[src/rtl/sprite_pkg.sv]
// rtl/sprite_pkg.sv - shared widths, sprite geometry and loader state encoding
package sprite_pkg;

  localparam int PIX_W       = 24;
  localparam int COORD_W     = 10;
  localparam int SPRITE_SIDE = 8;
  localparam int SPRITE_PIX  = SPRITE_SIDE * SPRITE_SIDE;

  typedef enum logic [2:0] {
    ST_IDLE,
    ST_WAIT_BLANK,
    ST_SETXY,
    ST_STREAM,
    ST_SHAPE,
    ST_DONE
  } loader_state_t;

endpackage

[src/rtl/sprite_loader.sv]
// rtl/sprite_loader.sv - sequences setxy, 64 raster pixel writes and setshape into one sprite object
module sprite_loader #(
  parameter int PIX_W       = 24,
  parameter int COORD_W     = 10,
  parameter int WAIT_VBLANK = 1
) (
  input  logic               clk,
  input  logic               rst,
  input  logic               cmd_valid,
  output logic               cmd_ready,
  input  logic [COORD_W-1:0] cmd_x,
  input  logic [COORD_W-1:0] cmd_y,
  input  logic [63:0]        cmd_shape,
  input  logic               vblank,
  input  logic               pix_valid,
  output logic               pix_ready,
  input  logic [PIX_W-1:0]   pix_data,
  output logic [COORD_W-1:0] new_x,
  output logic [COORD_W-1:0] new_y,
  output logic [63:0]        new_shape,
  output logic               setxy,
  output logic               change_pxl,
  output logic [PIX_W-1:0]   pxl_out,
  output logic               setshape,
  output logic               obj_active,
  output logic               busy,
  output logic               done
);

  import sprite_pkg::*;

  localparam logic [5:0] LAST_IDX = 6'(SPRITE_PIX - 1);

  loader_state_t      state;
  loader_state_t      state_d;
  logic [COORD_W-1:0] base_x;
  logic [COORD_W-1:0] base_y;
  logic [63:0]        shape_q;
  logic [5:0]         idx;
  logic               active_q;
  logic               accept;
  logic               beat;

  assign accept = cmd_valid && (state == ST_IDLE);
  assign beat   = pix_valid && (state == ST_STREAM);

  always_ff @(posedge clk) begin
    if (rst) begin
      state    <= ST_IDLE;
      base_x   <= '0;
      base_y   <= '0;
      shape_q  <= '0;
      idx      <= '0;
      active_q <= 1'b0;
    end else begin
      state <= state_d;
      if (accept) begin
        base_x  <= cmd_x;
        base_y  <= cmd_y;
        shape_q <= cmd_shape;
        idx     <= '0;
      end else if (beat) begin
        idx <= idx + 6'd1;
      end
      // Registered so the object sees active low during the SETXY cycle itself
      if (state_d == ST_SETXY) begin
        active_q <= 1'b0;
      end else if (state == ST_SHAPE) begin
        active_q <= 1'b1;
      end
    end
  end

  always_comb begin
    state_d    = state;
    cmd_ready  = 1'b0;
    setxy      = 1'b0;
    change_pxl = 1'b0;
    pix_ready  = 1'b0;
    setshape   = 1'b0;
    done       = 1'b0;
    pxl_out    = '0;
    case (state)
      ST_IDLE: begin
        cmd_ready = 1'b1;
        if (cmd_valid) state_d = ST_WAIT_BLANK;
      end
      ST_WAIT_BLANK: begin
        if (vblank || (WAIT_VBLANK == 0)) state_d = ST_SETXY;
      end
      ST_SETXY: begin
        setxy   = 1'b1;
        state_d = ST_STREAM;
      end
      ST_STREAM: begin
        pix_ready  = 1'b1;
        change_pxl = pix_valid;
        pxl_out    = pix_data;
        if (pix_valid && (idx == LAST_IDX)) state_d = ST_SHAPE;
      end
      ST_SHAPE: begin
        setshape = 1'b1;
        state_d  = ST_DONE;
      end
      ST_DONE: begin
        done    = 1'b1;
        state_d = ST_IDLE;
      end
      default: state_d = ST_IDLE;
    endcase
  end

  // idx is 0 during SETXY, so the same adders serve both setxy and change_pxl
  assign new_x      = base_x + COORD_W'(idx[2:0]);
  assign new_y      = base_y + COORD_W'(idx[5:3]);
  assign new_shape  = shape_q;
  assign obj_active = active_q;
  assign busy       = (state != ST_IDLE);

endmodule

[config.mk]
export PLATFORM = sky130hd
export DESIGN_NAME = sprite_loader
export DESIGN_NICKNAME = d
export VERILOG_FILES = /design/src/rtl/sprite_pkg.sv /design/src/rtl/sprite_loader.sv
export SDC_FILE = /design/constraint.sdc
export NUM_CORES = 1
export LEC_CHECK = 0
export BUFFER_PORTS_ARGS = -buffer_cell sky130_fd_sc_hd__clkbuf_2
export CAP_MARGIN = 20
export CORE_MARGIN = 2
export CORE_UTILIZATION = 40
export CTS_BUF_LIST = sky130_fd_sc_hd__clkbuf_16
export DETAILED_ROUTE_END_ITERATION = 10
export GPL_ROUTABILITY_DRIVEN = 0
export PLACE_DENSITY = 0.77
export SYNTH_ARGS = -nofsm -noshare
export SYNTH_HDL_FRONTEND = slang
export SYNTH_SLANG_ARGS = --single-unit
[constraint.sdc]
create_clock -name clk -period 1.4 [get_ports clk]
set_clock_uncertainty 0.05 [all_clocks]
set_input_delay 0.07 -clock clk [delete_from_list [all_inputs] [get_ports clk]]
set_output_delay 0.07 -clock clk [all_outputs]
set_load 0.02 [all_outputs]
==> summary.txt, run 1 <==
Outcome
  • Status: did not finish
  • Failed at: global routing (5_1_grt)
  • Stop err: [ERROR DPL-0038] Utilization greater than 100%, impossible to legalize

Floorplanning
  • Num rows: 36
  • Chip Height: 104 um
  • Initial Util: 40.9%
  • Die Wd: 104 um
  • # IOs: 229

Clocking
  • Clk sinks: 94
  • Clock Path Buffers: 2
  • Max H-tree Level: 3
  • CTS Buf Count: 9
  • Root Driver: clkbuf_16

Logic synthesis
  • Netlist cell types: 31
  • Top-area cell type share of the netlist area: 47.3%
  • Most frequent cells after synthesis: nand2_1 (179), a21oi_1 (97), dfxtp_1 (94)
  • Synth warnings: 0
  • Synthesized area: 3980 um^2
  • Post-synth top flop: dfxtp_1
  • Seq/Total Area, Yosys: 47.3%
  • Post-Synthesis Cells: 519
  • Synth area leaders: dfxtp_1 (47%), nand2_1 (17%), a21oi_1 (12%)
  • Yosys top cell by area: dfxtp_1
  • Post-synth ARST share: 0%
  • Synth Net Count: 641
  • Most frequent cell after synthesis: nand2_1
  • Seq cells post-synth: 94
  • Synth Area per Inst: 7.67 um^2
  • Post-synth EDFFs: 0

Place
  • DP Wirelength: 9.22 mm
  • Place WS: -247 ps
  • PortBufs: 228
  • Dpl cell area: 5790 um^2

Global routing
  • Largest net degree at the start of global routing: 46

STA
  • Kind of the worst endpoint: primary output
  • Post-GRT worst EP: new_x[8]
==> metrics by stage <==
step,setup TNS [ps],std cells
CTS,-42960,1031
floorplan,-5100,519
global placement,-5350,885
detailed placement,-7240,885
==> kinds of logic after synthesis <==
logic type / after synthesis / share of synthesized area, %
buffers and inverters: 49 / 5.15
DFF: 94 / 47.3
and+or+nand+nor: 235 / 25.7
AOI/OAI and AO/OA: 115 / 15.0
xor gates and xnor gates: 17 / 3.74
adders and majority gates: 9 / 3.20
==> repair_timing <==
| item | 4_1_cts |
|---|---|
| hold buffers | 86 |
| endpoints found under the setup margin | 137 |
| pin swaps | 173 |
| resized for setup | 318 |
| setup buffers | 32 |
| endpoints found under the hold margin | 85 |
| cloned | 12 |
==> inputs of run 2 (changes only) <==
CORE_UTILIZATION = 25   (was 40)
CTS_BUF_LIST = default   (was sky130_fd_sc_hd__clkbuf_16)
PLACE_DENSITY = default   (was 0.77)
PLACE_DENSITY_LB_ADDON = 0.15   (was default)
clock period = 1.8 ns   (was 1.4 ns; I/O delays follow)
==> run 2 against run 1 <==
The flow now finishes, with violations (negative setup slack); synthesized cell count is the same; area after synthesis is the same.
==> summary.txt, run 2 <==
Flow run
  • MaxCap Viol Count: 0

STA
  • Final setup margin: -216 ps
  • Final Max Tran Viols: 0
  • Slew HR: 63.2%
  • Final hold violation count: 0
  • F_max: 0.496 GHz
  • Final period utilization: 112%
  • RSZ-0062 raised after global routing: true
  • Setup violations, final: 9
  • Post-layout minimum cycle time: 2020 ps
  • Least-Margin Pin Slew: 552 ps

Place
  • Place WS: -38.5 ps (was -247 ps)
  • Number of placed instances, taps included: 944 (was 885)
  • PortBufs: 228 (unchanged)
  • DP Wirelength: 9.42 mm (was 9.22 mm)

Power
  • Net Sw Frac: 29.0%
  • Worst ir drop on vdd: 0.000561 V
  • P_leak: 3.16 nW
  • Clock share of power: 36.1%
  • Part of the power in registers: 42.2%
  • Internal cell power: 3.92 mW
  • Net switching power: 1.60 mW
  • Combinational Power Share: 21.7%
  • Pwr/cell area: 790 nW/um^2

Route
  • WL/cell: 12.9 um
  • Via count: 4624
  • Initial DRC count: 187
  • DRC: 0
  • WL final: 13.6 mm
  • Antenna Nets Post-Route: 0
  • Vias per cell: 4.39
  • Detailed Routing Iterations Pass 1: 4

Logic synthesis
  • Netlist cell types: 31 (unchanged)
  • Synth area leaders: dfxtp_1 (47%), nand2_1 (17%), a21oi_1 (12%) (unchanged)
  • Post-Synthesis Cells: 519 (unchanged)
  • Synth Area per Inst: 7.67 um^2 (unchanged)
  • Synthesized area: 3980 um^2 (unchanged)
  • Post-synth ARST share: 0% (unchanged)
  • Synth Net Count: 641 (unchanged)
  • Post-synth EDFFs: 0 (unchanged)
  • Yosys top cell by area: dfxtp_1 (unchanged)
  • Synth warnings: 0 (unchanged)
  • Most frequent cell after synthesis: nand2_1 (unchanged)
  • Seq/Total Area, Yosys: 47.3% (unchanged)
  • Post-synth top flop: dfxtp_1 (unchanged)
  • Most frequent cells after synthesis: nand2_1 (179), a21oi_1 (97), dfxtp_1 (94) (unchanged)
  • Top-area cell type share of the netlist area: 47.3% (unchanged)
  • Seq cells post-synth: 94 (unchanged)

Global routing
  • Vias in the first global route: 4377
  • GRT overflow: 0
  • Largest net degree at the start of global routing: 51
  • First-pass GRT wire length: 20.7 mm
  • Initial antenna violation count: 1
  • GRT Util Overall: 15.5%

Clocking
  • Clock Path Buffers: 2 (unchanged)
  • Root Driver: clkbuf_16 (unchanged)
  • CTS tree: built
  • CTS Buf Count: 9 (unchanged)
  • Clk sinks: 94 (unchanged)
  • Reg clk slew, reported paths: 60 ps
  • Clock Latency Late Sink: 340 ps
  • Max H-tree Level: 3 (unchanged)

Finish
  • Commonest non-fill, non-tap cell in the layout: clkbuf_2
  • Synth-to-Final Area Change: 75.5%
  • Final cell count without fillers: 1054
  • Antenna diode count: 0
  • Max reg flops: 64
  • Post-layout util: 44.5%
  • Most frequent cells in the layout: clkbuf_2 (210), nand2_1 (178), a21oi_1 (91)
  • Final net count: 955
  • Layout cell share with drive strength beyond 1: 37.4%

Worst setup path
  • FF-to-FF path depth: 4
  • Top delay family on crit path: adder cells
  • CP endpoint kind: output pin
  • Worst-path fanout max: 3
  • Critical path startpoint category: flop
  • Crit Reg-Reg Endpoint: new_shape[59]$_SDFFE_PP0P_
  • Critical Path, Cell by Cell: ha_4 > inv_2 > fa_2 > nor2b_4 > buf_4 > o21ai_2 > xnor2_1 > buf_4
  • RR Startpoint: state[1]$_SDFF_PP0_
  • Setup slack, reg-to-reg: 210 ps
  • Slowest cell on the critical path: dfxtp_4
  • Setup Crit Path Kind: reg2out
  • Crit-path max cell delay: 360 ps
  • Crit path DAT: 1880 ps
  • Critical path buffers and inverters: 3
  • CP Depth: 8
  • WP data required: 1660 ps
  • CP dominant cell by count: buf_4

Outcome
  • Failing checks: negative setup slack
  • Status: finished with violations (was did not finish)

Floorplanning
  • Total die area: 17000 um^2
  • # IOs: 229 (unchanged)
  • Die Wd: 130 um (was 104 um)
  • Chip Height: 130 um (was 104 um)
  • Core ar.: 15700 um^2
  • Num rows: 46 (was 36)
  • Initial Util: 25.3% (was 40.9%)

Min path
  • HP Class: in2reg
  • Hold Path Origin: cmd_valid
  • Worst Hold Depth: 3
  • Hold path endpoint: state[0]$_SDFF_PP0_
-- run 2: cell counts after synthesis --
Identical to the previous run, type by type.
-- run 2: final cells by class --
cell class | count | area, um^2
Tap cell | 216 | 270
Inverter | 13 | 48.8
Timing Repair Buffer | 339 | 2310
Fill cell | 1548 | 8720
Clock inverter | 4 | 53.8
Clock buffer | 12 | 256
Multi-Input combinational cell | 376 | 2140
Sequential cell | 94 | 1910
-- run 2: kinds of logic after synthesis --
family / count (synthesis) / share of synthesized area, %
DFF: 94 / 47.3
and+or+nand+nor: 235 / 25.7
AOI/OAI and AO/OA: 115 / 15.0
xor gates and xnor gates: 17 / 3.74
adders and majority gates: 9 / 3.20
buffers and inverters: 49 / 5.15
-- run 2: tightest hold or removal path: stages --
cell and delay, ps:
clkbuf_2 100, o21ai_0 70, a31oi_1 150
-- run 2: routing by layer --
layer	vias to the layer above	GRT usage, %	share of wire, %
li1	2318	-	-
met1	2129	17.0	39
met2	154	28.5	53
met3	23	3.28	5.3
met4	0	7.34	2.6
met5	-	0	0
-- run 2: power groups by stage --
stage                     registers, mW  logic [mW]  clock network [mW]
after floorplan                    2.48       0.457                   0
after global placement             2.36        1.00                   0
after detailed placement           2.37        1.01                   0
after CTS                          2.33        1.20                2.07
after global routing               2.35        1.31                2.17
final                              2.33        1.20                1.99
-- run 2: stage by stage --
step	hold WS, ps	TNS, ps	instance area, um^2	power, mW
6_report	50.8	-1110	6990	5.52
4_1_cts	35.3	-1400	6890	5.59
3_3_place_gp	263	0	5440	3.36
2_1_floorplan	176	0	3980	2.94
3_5_place_dp	269	-38.5	5440	3.38
5_1_grt	57.6	-2170	6990	5.82
-- run 2: timing repair --
| action | 4_1_cts | 5_1_grt |
|---|---|---|
| hold endpoints to repair | 86 | 0 |
| pin swaps | 17 | 17 |
| gates cloned | 0 | 0 |
| endpoints found under the setup margin | 37 | 21 |
| hold buffers | 86 | 0 |
| buffers inserted | 6 | 3 |
| resized for setup | 59 | 40 |
-- run 2: how the worst max path moves through the flow --
stage | start | end | slack [ps]
CTS | base_x[0]$_SDFFE_PP0P_ | new_x[8] | -280
global route | base_y[0]$_SDFFE_PP0P_ | new_y[8] | -300
floorplan | idx[0]$_SDFFE_PP0P_ | new_x[8] | 4
detailed placement | idx[0]$_SDFFE_PP0P_ | new_x[8] | -40
finish | base_x[0]$_SDFFE_PP0P_ | new_x[4] | -220
global placement | base_y[0]$_SDFFE_PP0P_ | new_y[8] | 50
(Power assumes the default switching activity.)
